--- src/rtl/ex_mem_stage.sv ---
// EX/MEM pipeline register: latches ALU result, resolves branches,
// and lane-aligns store data with byte strobes and alignment faults.
module ex_mem_stage #(
    parameter int DATA_W     = 32,
    parameter int BUBBLE_CTL = 0
) (
    input  logic              Clk,
    input  logic              Reset,
    input  logic              Stall,
    input  logic              Flush,
    input  logic              InValid,
    input  logic [DATA_W-1:0] ALUResult,
    input  logic              Zero,
    input  logic [2:0]        BranchType,
    input  logic [DATA_W-1:0] PCPlus4,
    input  logic [DATA_W-1:0] SignExtImm,
    input  logic [DATA_W-1:0] StoreData,
    input  logic              MemWrite,
    input  logic              MemRead,
    input  logic [1:0]        MemSize,
    input  logic              RegWrite,
    input  logic [4:0]        WriteReg,
    output logic              OutValid,
    output logic [DATA_W-1:0] OutALUResult,
    output logic              BranchTaken,
    output logic [DATA_W-1:0] BranchTarget,
    output logic [DATA_W-1:0] MemAddr,
    output logic [DATA_W-1:0] MemWData,
    output logic [3:0]        MemByteEn,
    output logic              OutMemWrite,
    output logic              OutMemRead,
    output logic [1:0]        OutMemSize,
    output logic              OutRegWrite,
    output logic [4:0]        OutWriteReg,
    output logic              Misaligned
);

    localparam logic BUB = (BUBBLE_CTL != 0);

    logic              valid_q, valid_d;
    logic [DATA_W-1:0] alu_q, alu_d;
    logic              taken_q, taken_d;
    logic [DATA_W-1:0] target_q, target_d;
    logic [DATA_W-1:0] wdata_q, wdata_d;
    logic [3:0]        be_q, be_d;
    logic              mwr_q, mwr_d;
    logic              mrd_q, mrd_d;
    logic [1:0]        size_q, size_d;
    logic              rwr_q, rwr_d;
    logic [4:0]        wreg_q, wreg_d;
    logic              mis_q, mis_d;

    logic              taken_c;
    logic              align_ok_c;
    logic              fault_c;
    logic [3:0]        lane_c;
    logic [DATA_W-1:0] wdata_c;
    logic [1:0]        ofs_c;

    // Range branches: ALU drives 1 when the condition holds, so Zero=0 is taken.
    always_comb begin
        taken_c = 1'b0;
        case (BranchType)
            3'd1:    taken_c = Zero;
            3'd2,
            3'd3,
            3'd4,
            3'd5,
            3'd6:    taken_c = ~Zero;
            default: taken_c = 1'b0;
        endcase
    end

    assign ofs_c = ALUResult[1:0];

    always_comb begin
        align_ok_c = 1'b0;
        lane_c     = 4'b0000;
        wdata_c    = StoreData;
        case (MemSize)
            2'd0: begin
                align_ok_c = (ofs_c == 2'd0);
                lane_c     = 4'b1111;
                wdata_c    = StoreData;
            end
            2'd1: begin
                align_ok_c = ~ofs_c[0];
                lane_c     = 4'b0011 << ofs_c;
                wdata_c    = {2{StoreData[15:0]}};
            end
            2'd2: begin
                align_ok_c = 1'b1;
                lane_c     = 4'b0001 << ofs_c;
                wdata_c    = {4{StoreData[7:0]}};
            end
            default: begin
                align_ok_c = 1'b0;
                lane_c     = 4'b0000;
            end
        endcase
    end

    assign fault_c = (MemWrite | MemRead) & ~align_ok_c;

    always_comb begin
        valid_d  = valid_q;
        alu_d    = alu_q;
        taken_d  = taken_q;
        target_d = target_q;
        wdata_d  = wdata_q;
        be_d     = be_q;
        mwr_d    = mwr_q;
        mrd_d    = mrd_q;
        size_d   = size_q;
        rwr_d    = rwr_q;
        wreg_d   = wreg_q;
        mis_d    = mis_q;
        if (Flush || (!Stall && !InValid)) begin
            valid_d = BUB;
            taken_d = BUB;
            be_d    = {4{BUB}};
            mwr_d   = BUB;
            mrd_d   = BUB;
            rwr_d   = BUB;
            mis_d   = BUB;
        end else if (!Stall) begin
            valid_d  = 1'b1;
            alu_d    = ALUResult;
            taken_d  = taken_c;
            target_d = PCPlus4 + (SignExtImm << 2);
            wdata_d  = wdata_c;
            be_d     = (MemWrite && !fault_c) ? lane_c : 4'b0000;
            mwr_d    = MemWrite & ~fault_c;
            mrd_d    = MemRead & ~fault_c;
            size_d   = MemSize;
            rwr_d    = RegWrite;
            wreg_d   = WriteReg;
            mis_d    = fault_c;
        end
    end

    always_ff @(posedge Clk) begin
        if (Reset) begin
            valid_q  <= BUB;
            alu_q    <= '0;
            taken_q  <= BUB;
            target_q <= '0;
            wdata_q  <= '0;
            be_q     <= {4{BUB}};
            mwr_q    <= BUB;
            mrd_q    <= BUB;
            size_q   <= '0;
            rwr_q    <= BUB;
            wreg_q   <= '0;
            mis_q    <= BUB;
        end else begin
            valid_q  <= valid_d;
            alu_q    <= alu_d;
            taken_q  <= taken_d;
            target_q <= target_d;
            wdata_q  <= wdata_d;
            be_q     <= be_d;
            mwr_q    <= mwr_d;
            mrd_q    <= mrd_d;
            size_q   <= size_d;
            rwr_q    <= rwr_d;
            wreg_q   <= wreg_d;
            mis_q    <= mis_d;
        end
    end

    assign OutValid     = valid_q;
    assign OutALUResult = alu_q;
    assign BranchTaken  = taken_q;
    assign BranchTarget = target_q;
    assign MemAddr      = {alu_q[DATA_W-1:2], 2'b00};
    assign MemWData     = wdata_q;
    assign MemByteEn    = be_q;
    assign OutMemWrite  = mwr_q;
    assign OutMemRead   = mrd_q;
    assign OutMemSize   = size_q;
    assign OutRegWrite  = rwr_q;
    assign OutWriteReg  = wreg_q;
    assign Misaligned   = mis_q;

endmodule

--- config.mk ---
export PLATFORM = sky130hd
export DESIGN_NAME = ex_mem_stage
export DESIGN_NICKNAME = d
export VERILOG_FILES = /design/src/rtl/ex_mem_stage.sv
export SDC_FILE = /design/constraint.sdc
export NUM_CORES = 1
export LEC_CHECK = 0
export ABC_AREA = 0
export CAP_MARGIN = 20
export CORE_MARGIN = 2
export CORE_UTILIZATION = 29
export DETAILED_ROUTE_END_ITERATION = 6
export REMOVE_ABC_BUFFERS = 1
export SLEW_MARGIN = 10
export SYNTH_ARGS = -nofsm -noshare
export SYNTH_HDL_FRONTEND = slang
export SYNTH_SLANG_ARGS = --single-unit
export TNS_END_PERCENT = 5
--- constraint.sdc ---
create_clock -name Clk -period 2.6 [get_ports Clk]
set_input_delay 0.52 -clock Clk [delete_from_list [all_inputs] [get_ports Clk]]
set_output_delay 0.52 -clock Clk [all_outputs]
set_load 0.01 [all_outputs]
== Yosys cells after proc, flatten, opt, wreduce, memory -nomap -nowiden ==
Cells that the tools add are included.
Word-level totals
  input port bits: 147
  bits in writable memories: 0
  memory bits (read-only): 0
  logic and storage cells: 49
  flip-flop bits (word level): 113
  output and inout bits: 145
  bits in latches: 0
  memories: 0
Operators by class
  multiplexer cells: 5
  reduce and logical (&&, ||, !) cells: 11
  multiply operators: 0
  bitwise gates (word level): 10
  add/subtract/negate cells: 1
  equality and inequality tests: 8
  order comparisons: 0
  shifts and indexed selects: 2
  div/mod/pow operators: 0
Operators by type and width (number)
  case mux 32 bit (2 select lines): 1
  adder 32 bit: 1
  case mux 4 bit (3 select lines): 1
  == test 3 bit, second input constant: 3
  == test 3 x 2 -> 1 bit, second input constant: 2
  inverter 1 bit: 6
  OR reduction 5 bit: 1
  zero test 2 bit: 2
  2-to-1 mux 4 bit: 1
  left shift 1 x 2 -> 4 bit, first input constant: 1
  left shift 2 x 2 -> 4 bit, first input constant: 1
  bitwise AND 1 bit: 3
  == test 3 x 1 -> 1 bit, second input constant: 1
  zero test 1 bit: 3
  case mux 1 bit (3 select lines): 1
  == test 2 x 1 -> 1 bit, second input constant: 1
  == test 2 bit, second input constant: 1
  logical AND 1 bit: 2
  case mux 1 bit (2 select lines): 1
  AND reduction 2 bit: 1
  OR reduction 2 bit: 1
  logical OR 1 bit: 1
  bitwise OR 1 bit: 1

== Longest topological paths before layout ==
  depth in word-level cells: 7
  mapped depth: 11
  depth with buffers taken out: 11

== Least setup slack after synthesis ==
OpenSTA, ideal clock, no wires.
  path type: input -> register
  start point: input PCPlus4[2]
  end point: register target_q[28] (netlist: BranchTarget[28])
  path buffers: 0
  required time: 2473 ps
  data arrival time: 2580 ps
  setup time: 127 ps
  stages: 11
  path slack: -107 ps
  cell sequence: ha_1 -> inv_1 -> fa_1 -> nand2b_1 -> a21oi_1 -> o31a_1 -> nand4_1 -> a31oi_1 -> a22oi_1 -> and4bb_1 -> or3_1
On the way
  cells in the longest elaborated chain, start to end: 1
Ends and longest elaborated chain
  from (decl): RTL line 15  | input logic [DATA_W-1:0] PCPlus4,
  adder 32 bit: RTL line 130  | target_d = PCPlus4 + (SignExtImm << 2);
  to (signal assigned): RTL line 160  | target_q <= target_d;
  to (decl): RTL line 43  | logic [DATA_W-1:0] target_q, target_d;
Every way passes these cells.
A chain may end at the register's enable or synchronous reset.

== Worst setup path after layout ==
  start point: input PCPlus4[4]
  end point: register target_q[27] (netlist: BranchTarget[27])
Same word-level chain as after synthesis.

==> results_dict.tcl <==
set metrics [dict create \
    grt_pass1_wl_um 32300 \
    worstSetupPathType "in2reg" \
    cp_top_family "compound AO/OA/AOI/OAI gates" \
    synth_top_area_share_pct 36.9 \
    dominantRegCellSynth "dfxtp_1" \
    rrSetupSlack_ns 1.72 \
    final_core_util_pct 50.6 \
    synthSimpleGateAreaFrac_pct 21.4 \
    clock_path_buffers 2 \
    setup_violations 0 \
    p_leak_nw 4.11 \
    start_util_pct 29.3 \
    drt-met1-wl_um 9020 \
    cp-end-kind "flop" \
    dieArea_sq_um 22300 \
    async_reset_ff_share_pct 0 \
    cts.sinks 113 \
    max_slew.worst_pin.slew_ns 0.816 \
    multi_input_area_sq_um 3630 \
    wl_met3_um 900 \
    worstSetupStartpointType "primary input" \
    finalCritPeriodShare_pct 96.0 \
    slew_headroom_pct 45.4 \
    cp_slowest_cell "a2111o_1" \
    skew_ns 0 \
    synth_edf_count 0 \
    pre_cts_ws_ns -0.822 \
    drive_gt1_share_pct 15.6 \
    r2r-end "BranchTarget[28]$_SDFFE_PP0P_" \
    worstSkewPairLatency_ns 0.41 \
    synth.area.top_cells "dfxtp_1 (37%), nand2_1 (9.7%), a21oi_1 (8.7%), ha_1 (6.7%), buf_4 (3.9%)" \
    peakVddDrop_mv 0.282 \
    status "finished clean" \
    numCtsBuffers 17 \
    synthXorXnorAreaFrac_pct 2.72 \
    ys_seq_elements 113 \
    synth_top_cell_by_area "dfxtp_1" \
    regArea_sq_um 2260 \
    top_layer "met4" \
    n_fill_cell 2073 \
    first_iter_violations 255 \
    synth_top_family_by_area "compound AO/OA/AOI/OAI gates" \
    ys_seq_area_share_pct 36.9 \
    clock.fmax_mhz 401 \
    wl_per_cell_um 14.6 \
    vias 6561 \
    drc 0 \
    synthMuxAreaShare_pct 0.327 \
    path_max_fanout 4 \
    reg2reg_from "BranchTarget[28]$_SDFFE_PP0P_" \
    final_cell_count_no_fill 1402 \
    grt_overflow 0 \
    layout_setup_ws_ns 0.104 \
    drv_cap 0 \
    syn-instance-count 782 \
    drt-total-wl_um 20500 \
    required_ns 2.94 \
    grt_pass1_vias 6221 \
    r2r_cells 3 \
    dp_cells 1362 \
    fin_nets 1295 \
    clk_pin_slew_ns 0.06 \
    antenna_found_initial 0 \
    root_buffer "clkbuf_16" \
    critPathBufInv 1 \
    p_per_area_nw_per_um2 529 \
    die_x_um 149 \
    hold_violations 0 \
    port-buffer-count 287 \
    syn_area_sq_um 6130 \
    synth_common_cells "nand2_1 (158), dfxtp_1 (113), a21oi_1 (107)" \
    synth_compound_area_share_pct 23.4 \
    gp_congestion 0.892 \
    cts_tree "yes" \
    startpoint "PCPlus4[4]" \
    fp.dieH_um 149 \
    ios 292 \
    antenna_left 0 \
    total_power_w 0.00559 \
    grt_max_degree 50 \
    synth.distinct_cells 59 \
    min_path_cells 2 \
    yosysMostFrequentCell "nand2_1" \
    min_period_ns 2.50 \
    synth_area_per_cell_sq_um 7.84 \
    cpPeakStageDelay_ns 0.47 \
    via_per_inst 4.68 \
    fp-row-count 53 \
    setup_tns_ns 0 \
    core_area_sq_um 20900 \
    ctsHoldBuffers 0 \
    min_from "BranchTarget[5]$_SDFFE_PP0P_" \
    path_cells "clkdlybuf4s50_1 -> ha_4 -> nand4b_1 -> a2111o_1 -> a21oi_2 -> o211ai_2 -> or4_1 -> a31oi_1" \
    synth_warnings 0 \
    area_growth_pct 72.5 \
    cts_max_level 4 \
    track_usage_pct 18.1 \
    synthAdderAreaFrac_pct 7.06 \
    hold_class "reg2reg" \
    diodes 0 \
    dr_wl_met2_um 10200 \
    maxSlewViolCount 0 \
    firstDrtPassIters 6 \
    crit_arrival_ns 2.83 \
    dp_hpwl_um 15700 \
    min_to "BranchTarget[5]$_SDFFE_PP0P_" \
]
power by group:
group          internal (W)  total (W)  switching (W)  leakage (nW)
logic              0.000740    0.00133       0.000587          2.89
clock network       0.00154    0.00242       0.000876         0.297
registers           0.00180    0.00184      0.0000395         0.919
total               0.00409    0.00559        0.00150          4.11
cell families after synthesis:
| logic type | after synthesis |
|---|---|
| mux | 2 |
| flops | 113 |
| fa+ha+maj | 34 |
| xor+xnor | 19 |
| other cells | 1 |
| simple gates | 294 |
| buf+inv | 89 |
| compound gates | 230 |
placed cells by master (no fill, tap or decap), drive strengths merged, types with 3 or more instances in the layout:
cell | netlist | layout
a211oi | 25 | 25
inv | 14 | 16
o21bai | 3 | 3
or3 | 5 | 5
xor2 | 10 | 10
nand4 | 4 | 4
nor2 | 62 | 62
o211ai | 4 | 4
ha | 33 | 33
dlygate4sd2 | 0 | 12
o21a | 5 | 5
dlymetal6s2s | 0 | 9
clkbuf | 35 | 19
a22o | 8 | 8
clkdlybuf4s50 | 0 | 263
nand2b | 21 | 21
buf | 39 | 101
clkinv | 0 | 7
nand3b | 4 | 4
o21ai | 30 | 30
a21oi | 110 | 110
bufinv | 0 | 3
xnor2 | 9 | 9
nor3b | 9 | 9
nand3 | 8 | 8
nand2 | 158 | 158
dfxtp | 113 | 113
a31oi | 9 | 9
nor3 | 9 | 9
a221oi | 11 | 11
a21o | 11 | 11
tightest hold or removal path: stages (launching register included):
cell	delay (ns)
dfxtp_1	0.31
nand2_1	0.05
a21oi_1	0.05
per-stage QoR:
stage | hold slack (ns) | area (sq um)
floorplan | 0.470 | 5680
global placement | 0.439 | 9630
detailed placement | 0.441 | 9630
CTS | 0.451 | 10400
global route | 0.471 | 10600
finish | 0.447 | 10600
final cells by class:
class	count	area share [%]
clock inverter	14	1.70
timing repair buffer	387	34.6
sequential	113	21.4
multi-input combinational	581	34.4
inverter	14	0.497
tap	275	3.25
clock buffer	18	4.15
how the worst max path moves through the flow:
stage	cells after the start	endpoint	slack [ns]
after floorplan	4	BranchTarget[28]$_SDFFE_PP0P_	-4.53
after global placement	12	BranchTarget[28]$_SDFFE_PP0P_	-0.78
after detailed placement	12	BranchTarget[28]$_SDFFE_PP0P_	-0.82
after CTS	13	BranchTarget[28]$_SDFFE_PP0P_	0.002
after global routing	8	BranchTarget[27]$_SDFFE_PP0P_	-0.0007
final	8	BranchTarget[27]$_SDFFE_PP0P_	0.10
sequential cells by signal, indices dropped and copies added, names as in the netlist:
| name | count |
|---|---|
| BranchTarget | 32 |
| MemWData | 32 |
| OutALUResult | 32 |
| OutWriteReg | 5 |
| MemByteEn | 4 |
| OutMemSize | 2 |
| BranchTaken | 1 |
| Misaligned | 1 |
| OutMemRead | 1 |
| OutMemWrite | 1 |
| OutRegWrite | 1 |
| OutValid | 1 |
metal layers:
layer / vias up / track usage [%]
met3: 29 / 3.00
li1: 3361 / -
met4: 0 / 6.76
met1: 2990 / 22.4
met5: - / 0
met2: 181 / 31.6
what timing repair did:
action | CTS | global route
endpoints found under the setup margin | 10 | 8
setup buffers | 5 | 4
gates resized for setup | 41 | 26
pin swaps | 22 | 24
Note: power is estimated with default switching activity, not from simulation.
